==> config.mk <==
export PLATFORM = sky130hd
export DESIGN_NAME = tap_window_ctrl
export DESIGN_NICKNAME = d
export VERILOG_FILES = /design/src/rtl/tap_pkg.sv /design/src/rtl/tap_axis_cnt.sv /design/src/rtl/tap_window_ctrl.sv
export SDC_FILE = /design/constraint.sdc
export NUM_CORES = 1
export LEC_CHECK = 0
export CAP_MARGIN = 20
export CORE_AREA = 10 10 118 130
export DETAILED_ROUTE_END_ITERATION = 7
export DIE_AREA = 0 0 128 140
export PLACE_DENSITY = 0.43
export SLEW_MARGIN = 30
export SYNTH_ARGS = -nofsm -noshare
export SYNTH_HDL_FRONTEND = slang
export SYNTH_SLANG_ARGS = --single-unit
==> constraint.sdc <==
create_clock -name clock -period 8.1 [get_ports clock]
set_clock_uncertainty 0.2 [all_clocks]
set_input_delay 2.025 -clock clock [delete_from_list [all_inputs] [get_ports clock]]
set_output_delay 2.025 -clock clock [all_outputs]
set_load 0.05 [all_outputs]
==> src/rtl/tap_pkg.sv <==
// Shared types, constants and elaboration helpers for the tap-window sequencer.
// Pure declarations: no logic, no latency, no flow control.
package tap_pkg;

   localparam int DEF_SIZE = 5;
   localparam int HALF     = (DEF_SIZE - 1) / 2;

   typedef enum logic [1:0] {
      IDLE   = 2'd0,
      VBLANK = 2'd1,
      ACTIVE = 2'd2,
      HBLANK = 2'd3
   } state_t;

   localparam int EDGE_L = 0;
   localparam int EDGE_R = 1;
   localparam int EDGE_T = 2;
   localparam int EDGE_B = 3;

   function automatic int clog2(input int n);
      int r;
      r = 0;
      for (int i = 0; i < 31; i++) begin
         if ((1 << i) < n) r = i + 1;
      end
      return r;
   endfunction

   function automatic int win_half(input int size);
      return (size - 1) / 2;
   endfunction

endpackage

==> src/rtl/tap_axis_cnt.sv <==
// Saturating axis counter with border flags evaluated on the post-clear value.
// Flags are combinational on cur; count updates next cycle; never stalls.
module tap_axis_cnt
   import tap_pkg::*;
#(
   parameter int W     = 12,
   parameter int LIMIT = 1920,
   parameter int HW    = HALF
) (
   input  logic         clock,
   input  logic         rst_n,
   input  logic         clr,
   input  logic         inc,
   output logic [W-1:0] cnt,
   output logic [W-1:0] cur,
   output logic         lo,
   output logic         hi,
   output logic         is_last,
   output logic         at_lim
);

   localparam logic [W-1:0] MAX   = {W{1'b1}};
   localparam logic [W-1:0] LO_TH = W'(HW);
   localparam logic [W-1:0] HI_TH = W'(LIMIT - 1 - HW);
   localparam logic [W-1:0] LAST  = W'(LIMIT - 1);
   localparam logic [W-1:0] LIM   = W'(LIMIT);

   // A clear in the same cycle as an increment restarts the count at one,
   // so the pixel that opens a new line or frame is itself counted.
   always_comb begin
      cur = clr ? '0 : cnt;
   end

   always_ff @(posedge clock or negedge rst_n) begin
      if (!rst_n) begin
         cnt <= '0;
      end else if (inc && (cur != MAX)) begin
         cnt <= cur + W'(1);
      end else begin
         cnt <= cur;
      end
   end

   assign lo      = (cur < LO_TH);
   assign hi      = (cur > HI_TH);
   assign is_last = (cur == LAST);
   assign at_lim  = (cnt == LIM);

endmodule

==> src/rtl/tap_window_ctrl.sv <==
// Frame/line sequencer: window centre coordinates, border flags, pulses, geometry errors.
// One-cycle registered latency from tap_vs/tap_de; observes only, never backpressures.
module tap_window_ctrl
   import tap_pkg::*;
#(
   parameter int SIZE         = 5,
   parameter int VIDEO_WIDTH  = 1920,
   parameter int VIDEO_HEIGHT = 1080,
   parameter int XW           = 12,
   parameter int YW           = 12
) (
   input  logic          clock,
   input  logic          rst_n,
   input  logic          tap_vs,
   input  logic          tap_de,
   output logic [XW-1:0] col,
   output logic [YW-1:0] row,
   output logic          win_de,
   output logic          win_valid,
   output logic [3:0]    win_edge,
   output logic          sof,
   output logic          eof,
   output logic          sol,
   output logic          eol,
   output logic          line_err,
   output logic          frame_err
);

   localparam int HW = win_half(SIZE);

   if (XW < clog2(VIDEO_WIDTH + 1) || YW < clog2(VIDEO_HEIGHT + 1)) begin : g_bad_width
      $error("tap_window_ctrl: XW/YW too narrow for the configured geometry");
   end
   if ((SIZE < 3) || ((SIZE % 2) == 0)) begin : g_bad_size
      $error("tap_window_ctrl: SIZE must be odd and at least 3");
   end

   state_t state;
   state_t state_nxt;
   logic   vs_d;
   logic   vs_rise;
   logic   pix;
   logic   closing;

   logic [XW-1:0] col_cnt;
   logic [XW-1:0] col_cur;
   logic          col_lo;
   logic          col_hi;
   logic          col_last;
   logic          col_at_lim;
   logic [YW-1:0] row_cnt;
   logic [YW-1:0] row_cur;
   logic          row_lo;
   logic          row_hi;
   logic          row_last;
   logic          row_at_lim;

   logic [XW-1:0] col_d;
   logic [YW-1:0] row_d;
   logic [3:0]    edge_raw;
   logic [3:0]    edge_d;
   logic          de_d;
   logic          valid_d;
   logic          sof_d;
   logic          eof_d;
   logic          sol_d;
   logic          eol_d;
   logic          lerr_d;
   logic          ferr_d;

   always_ff @(posedge clock or negedge rst_n) begin
      if (!rst_n) vs_d <= 1'b0;
      else        vs_d <= tap_vs;
   end

   assign vs_rise = tap_vs & ~vs_d;
   assign pix     = tap_de & (state != IDLE);
   // A vs rise while a line is still open closes that line before the new frame.
   assign closing = (state == ACTIVE) & (~tap_de | vs_rise);

   tap_axis_cnt #(
      .W     (XW),
      .LIMIT (VIDEO_WIDTH),
      .HW    (HW)
   ) u_col_cnt (
      .clock   (clock),
      .rst_n   (rst_n),
      .clr     (closing),
      .inc     (pix),
      .cnt     (col_cnt),
      .cur     (col_cur),
      .lo      (col_lo),
      .hi      (col_hi),
      .is_last (col_last),
      .at_lim  (col_at_lim)
   );

   tap_axis_cnt #(
      .W     (YW),
      .LIMIT (VIDEO_HEIGHT),
      .HW    (HW)
   ) u_row_cnt (
      .clock   (clock),
      .rst_n   (rst_n),
      .clr     (vs_rise),
      .inc     (closing & ~vs_rise),
      .cnt     (row_cnt),
      .cur     (row_cur),
      .lo      (row_lo),
      .hi      (row_hi),
      .is_last (row_last),
      .at_lim  (row_at_lim)
   );

   always_ff @(posedge clock or negedge rst_n) begin
      if (!rst_n) state <= IDLE;
      else        state <= state_nxt;
   end

   always_comb begin
      state_nxt = state;
      case (state)
         IDLE:    if (vs_rise) state_nxt = VBLANK;
         VBLANK:  if (tap_de)  state_nxt = ACTIVE;
         ACTIVE:  if (!tap_de) state_nxt = HBLANK;
         HBLANK:  if (tap_de)  state_nxt = ACTIVE;
         default: state_nxt = IDLE;
      endcase
      // The pixel coinciding with a vs rise is already counted, so stay in ACTIVE.
      if ((state != IDLE) && vs_rise) begin
         state_nxt = tap_de ? ACTIVE : VBLANK;
      end
   end

   always_comb begin
      edge_raw         = '0;
      edge_raw[EDGE_L] = col_lo;
      edge_raw[EDGE_R] = col_hi;
      edge_raw[EDGE_T] = row_lo;
      edge_raw[EDGE_B] = row_hi;

      de_d    = pix;
      edge_d  = pix ? edge_raw : 4'b0000;
      valid_d = pix & ~|edge_raw;
      col_d   = pix ? col_cur : col;
      row_d   = pix ? row_cur : row;
      sol_d   = pix & (col_cur == '0);
      eol_d   = pix & col_last;
      sof_d   = sol_d & (row_cur == '0);
      eof_d   = eol_d & row_last;
      lerr_d  = closing & ~col_at_lim;
      ferr_d  = 1'b0;
      if (vs_rise && ((state == ACTIVE) || (state == HBLANK))) begin
         // From ACTIVE the closing line has not yet been added to row_cnt.
         ferr_d = (state == ACTIVE) ? (row_cnt != YW'(VIDEO_HEIGHT - 1)) : ~row_at_lim;
      end
   end

   always_ff @(posedge clock or negedge rst_n) begin
      if (!rst_n) begin
         col       <= '0;
         row       <= '0;
         win_de    <= 1'b0;
         win_valid <= 1'b0;
         win_edge  <= 4'b0000;
         sof       <= 1'b0;
         eof       <= 1'b0;
         sol       <= 1'b0;
         eol       <= 1'b0;
         line_err  <= 1'b0;
         frame_err <= 1'b0;
      end else begin
         col       <= col_d;
         row       <= row_d;
         win_de    <= de_d;
         win_valid <= valid_d;
         win_edge  <= edge_d;
         sof       <= sof_d;
         eof       <= eof_d;
         sol       <= sol_d;
         eol       <= eol_d;
         line_err  <= lerr_d;
         frame_err <= ferr_d;
      end
   end

endmodule

==> results by stage <==
Run status:
- The flow ran to the end, and the final reports show no timing, DRC or antenna violations.

Clocking:
- The clock latency reported for the late side of the worst-skew pair is 0.34 ns.
- CTS placed an instance of sky130_fd_sc_hd__clkbuf_16 at the clock tree root.
- The post-CTS clock slew at the launch and capture registers of the worst setup and hold paths is 0.06 ns.
- TritonCTS built the clock tree.
- The number of clock buffers inserted by TritonCTS is 9.
- The post-CTS repair timing setup buffer count is 0.
- The clock net in this run drives a total of 63 sinks.
- The total of cells resized after clock tree synthesis is 0.
- The count of hold-fix buffers inserted at cts is 0.
- The maximum buffer depth of the clock tree is 2.
- The H-tree was split into 3 levels.

Routing:
- The number of antenna-violating nets in the routed design is 0.
- In the final routed layout, each cell accounts on average for 16.1 um.
- The count of unresolved DRC violations after routing is 0.
- The number of search-and-repair iterations in the first detailed-routing pass is 4.
- The first-iteration detailed-routing DRC count is 90.
- The routed design has 8310 um of wire.
- The routed layout has 2440 vias.
- The number of vias per cell after detailed routing is 4.72.

Layout:
- The antenna cell count is 0.
- At the end of the flow the core is filled with cells to 0.304.
- The library cell used most frequently in the layout, excluding fill and tap cells, is sky130_fd_sc_hd__nand2_1.
- Of the cells placed in the final design, the portion with a size suffix greater than 1 is 0.0750.
- The filler cells instantiated in the layout total 1338.
- The area growth from synthesis to layout is 28.6%.
- The top cell types in the final layout, fill and taps aside, are sky130_fd_sc_hd__nand2_1 (66), sky130_fd_sc_hd__dfrtp_1 (63), sky130_fd_sc_hd__clkdlybuf4s50_1 (38).
- After the last flow step, the layout net total stands at 366.

Logic synthesis:
- Yosys mapped a number of flops with a built-in enable equal to 0.
- The most area-hungry cell type in the Yosys netlist is sky130_fd_sc_hd__dfrtp_1.
- The multiplexer area fraction after synthesis is 0.0172.
- The fraction of the yosys area taken by sequential cells is 0.529.
- The share of synthesized flip-flops with an asynchronous set or reset is 1.00.
- Of the post-synthesis cell area, the dominant cell type holds 0.529.
- The number of warnings reported in the yosys synthesis log is 0.
- The xor/xnor share of the synthesized area is 0.0265.
- After synthesis, the largest family of logic cells by area is simple AND/OR/NAND/NOR gates.
- The simple-gate share of the synthesized area is 0.248.
- The average footprint of a synthesized cell is 9.37 um2.
- The top flip-flop cell by instance count after synthesis is sky130_fd_sc_hd__dfrtp_1.
- The post-synthesis register bit count is 63.
- In the post-synthesis netlist, the biggest area contributors are sky130_fd_sc_hd__dfrtp_1 (53%), sky130_fd_sc_hd__nand2_1 (8.3%), sky130_fd_sc_hd__o21ai_0 (3.7%), sky130_fd_sc_hd__ha_1 (2.9%), sky130_fd_sc_hd__nor2_1 (2.9%).
- The synthesized netlist cell count is 318.
- The post-synthesis cell area is 2980 um2.
- The synthesized netlist contains 42 unique library cells.
- Of the total synthesized cell area, the portion taken by full adders, half adders and majority gates is 0.0294.
- The net count after synthesis is 329.
- The post-synthesis compound-gate area fraction is 0.113.

Worst setup path:
- The largest fanout of any net on the critical path is 23.
- The worst setup path is captured at a register.
- The critical path data arrival time is 5.20 ns.
- At the worst endpoint, the required time is 8.13 ns.
- The start-to-end type of the worst setup path is input pin to register.
- Following the worst setup path forward leads to its endpoint at u_col_cnt.cnt[1]$_DFF_PN0_.
- The category of the worst setup path launch point is an input pin.
- The most critical setup path has its startpoint at tap_vs.
- The worst register-to-register path has a setup slack of 4.65 ns.
- The worst flop-to-flop path startpoint is vs_d$_DFF_PN0_.
- The reg-to-reg critical path endpoint is u_col_cnt.cnt[1]$_DFF_PN0_.
- Measured in cells, the most critical reg-to-reg path has a length of 8.

Placed design:
- Buffers placed on the I/O ports in this run total 39.
- The routability congestion estimate from global placement is 0.844.
- The post-detailed-placement half-perimeter wirelength is 5850 um.

Power:
- VDD sags by at most 101 uV.
- The power per cell area is 254 nW/um2.
- The static leakage is 1.67 nW.

GRT:
- The first global-routing pass estimated 13400 um of wire.
- The via count of the first global-routing pass is 2454.
- The number of antenna violations at the first check in global routing is 0.
- Summed over all layers, the global routing overflow is 0.
- The pin count of the biggest net entering global routing is 64.
- Across every metal layer, demand over resource in global routing totals 0.0952.

Timing:
- The transition time of the tightest slew-check pin is 0.893 ns.
- Setup repair after global routing left no endpoint under its margin.
- Setup violations remaining at the end of the flow were counted as 0.
- The final critical-path required period is 5.17 ns.
- The total count of hold-check failures in the final report was 0.
- The count of final max-slew check failures is 0.
- In the finished design, the share of the clock period the worst path needs comes to 0.639.
- For this run, the top clock speed supported by timing is 0.193 GHz.
- The normalized max-slew margin is 0.405.
- For the final routed database, the setup TNS stands at 0 ns.

Worst hold path:
- The path class of the tightest hold or removal check is register to register.

Floorplan:
- The overall die area is 17900 um2.
- In this run the count of I/O pins placed on the die edge is 40.
- The site row count is 43.
- The die is 140 um tall.
- The width of the die is 128 um.
- The total core area is 12600 um2.
- For this configuration, the core starts out at a cell density of 0.237.

Flow run:
- Across the run, the number of max-cap violations was 0.
-- report_power, final --
part,internal (mW),switching (mW)
registers,0.343,0.0251
logic,0.0639,0.138
clock network,0.262,0.139
-- per-stage QoR --
step | cells | power, mW | area [um2] | hold slack [ns] | setup WS [ns]
detailed placement | 501 | 0.582 | 3520 | 0.266 | 2.58
global placement | 501 | 0.581 | 3520 | 0.255 | 2.74
global route | 517 | 1.02 | 3830 | 0.298 | 2.61
CTS | 517 | 0.989 | 3830 | 0.279 | 2.93
floorplan | 318 | 0.503 | 2980 | 0.325 | 3.72
finish | 517 | 0.972 | 3830 | 0.270 | 2.93
-- per-layer routing --
metal  up-vias  global-route usage  wire (um)
li1       1186                   -          -
met1      1204               0.101       3390
met2        35               0.166       4390
met3        15              0.0227        286
met4         0              0.0558        246
met5         -                   0          0
-- worst min-delay path by stage --
stage / endpoint / slack [ns] / startpoint / cells after the start
final: row[2]$_DFFE_PN0P_ / 0.27 / row[2]$_DFFE_PN0P_ / 2
after global routing: row[2]$_DFFE_PN0P_ / 0.30 / row[2]$_DFFE_PN0P_ / 2
after CTS: row[2]$_DFFE_PN0P_ / 0.28 / row[2]$_DFFE_PN0P_ / 2
after detailed placement: row[9]$_DFFE_PN0P_ / 0.27 / row[9]$_DFFE_PN0P_ / 2
after global placement: row[9]$_DFFE_PN0P_ / 0.25 / row[9]$_DFFE_PN0P_ / 2
after floorplan: state[1]$_DFFE_PN0P_ / 0.32 / state[1]$_DFFE_PN0P_ / 2
-- Yosys cell counts (4+ instances only) --
cell type                  count
sky130_fd_sc_hd__a21oi_1      11
sky130_fd_sc_hd__and3_1        6
sky130_fd_sc_hd__clkbuf_1     11
sky130_fd_sc_hd__dfrtp_1      63
sky130_fd_sc_hd__ha_1          7
sky130_fd_sc_hd__inv_1         9
sky130_fd_sc_hd__mux2i_1       4
sky130_fd_sc_hd__nand2_1      66
sky130_fd_sc_hd__nand3_1      13
sky130_fd_sc_hd__nand4_1       8
sky130_fd_sc_hd__nor2_1       23
sky130_fd_sc_hd__nor3_1       10
sky130_fd_sc_hd__nor4_1        4
sky130_fd_sc_hd__o21ai_0      22
sky130_fd_sc_hd__o31ai_1       6
sky130_fd_sc_hd__or3_1         5
sky130_fd_sc_hd__or4_1         5
sky130_fd_sc_hd__xnor2_1       6
-- critical path: stages --
cell,delay (ns)
sky130_fd_sc_hd__clkdlybuf4s50_1,0.45
sky130_fd_sc_hd__nand2b_1,0.65
sky130_fd_sc_hd__a21o_1,0.55
sky130_fd_sc_hd__nand2_1,0.25
sky130_fd_sc_hd__inv_1,0.14
sky130_fd_sc_hd__ha_1,0.25
sky130_fd_sc_hd__nand2_1,0.10
sky130_fd_sc_hd__o31ai_1,0.39
sky130_fd_sc_hd__mux2_2,0.38
-- sequential cells by signal (all words and copies together) (netlist names) --
| signal | flops |
|---|---|
| eol | 1 |
| frame_err | 1 |
| u_row_cnt.cnt | 12 |
| vs_d | 1 |
| win_valid | 1 |
| sof | 1 |
| win_de | 1 |
| col | 12 |
| eof | 1 |
| win_edge | 4 |
| u_col_cnt.cnt | 12 |
| line_err | 1 |
| sol | 1 |
| state | 2 |
| row | 12 |
-- final cells by class --
type,count,area [um2],share of cell area
clock buffers,13,270,0.0705
clock inverters,3,40.0,0.0104
inverters,9,33.8,0.00881
multi-input cells,229,1300,0.339
flip-flops and latches,63,1580,0.411
well taps,157,196,0.0513
repair buffers,43,415,0.108
-- cells by family after synthesis --
| kind of cell | Yosys count |
|---|---|
| fa+ha+maj | 7 |
| flops | 63 |
| simple gates | 153 |
| buf+inv | 26 |
| mux | 5 |
| compound gates | 55 |
| xor+xnor | 9 |
Power figures use the tool's default switching activity.
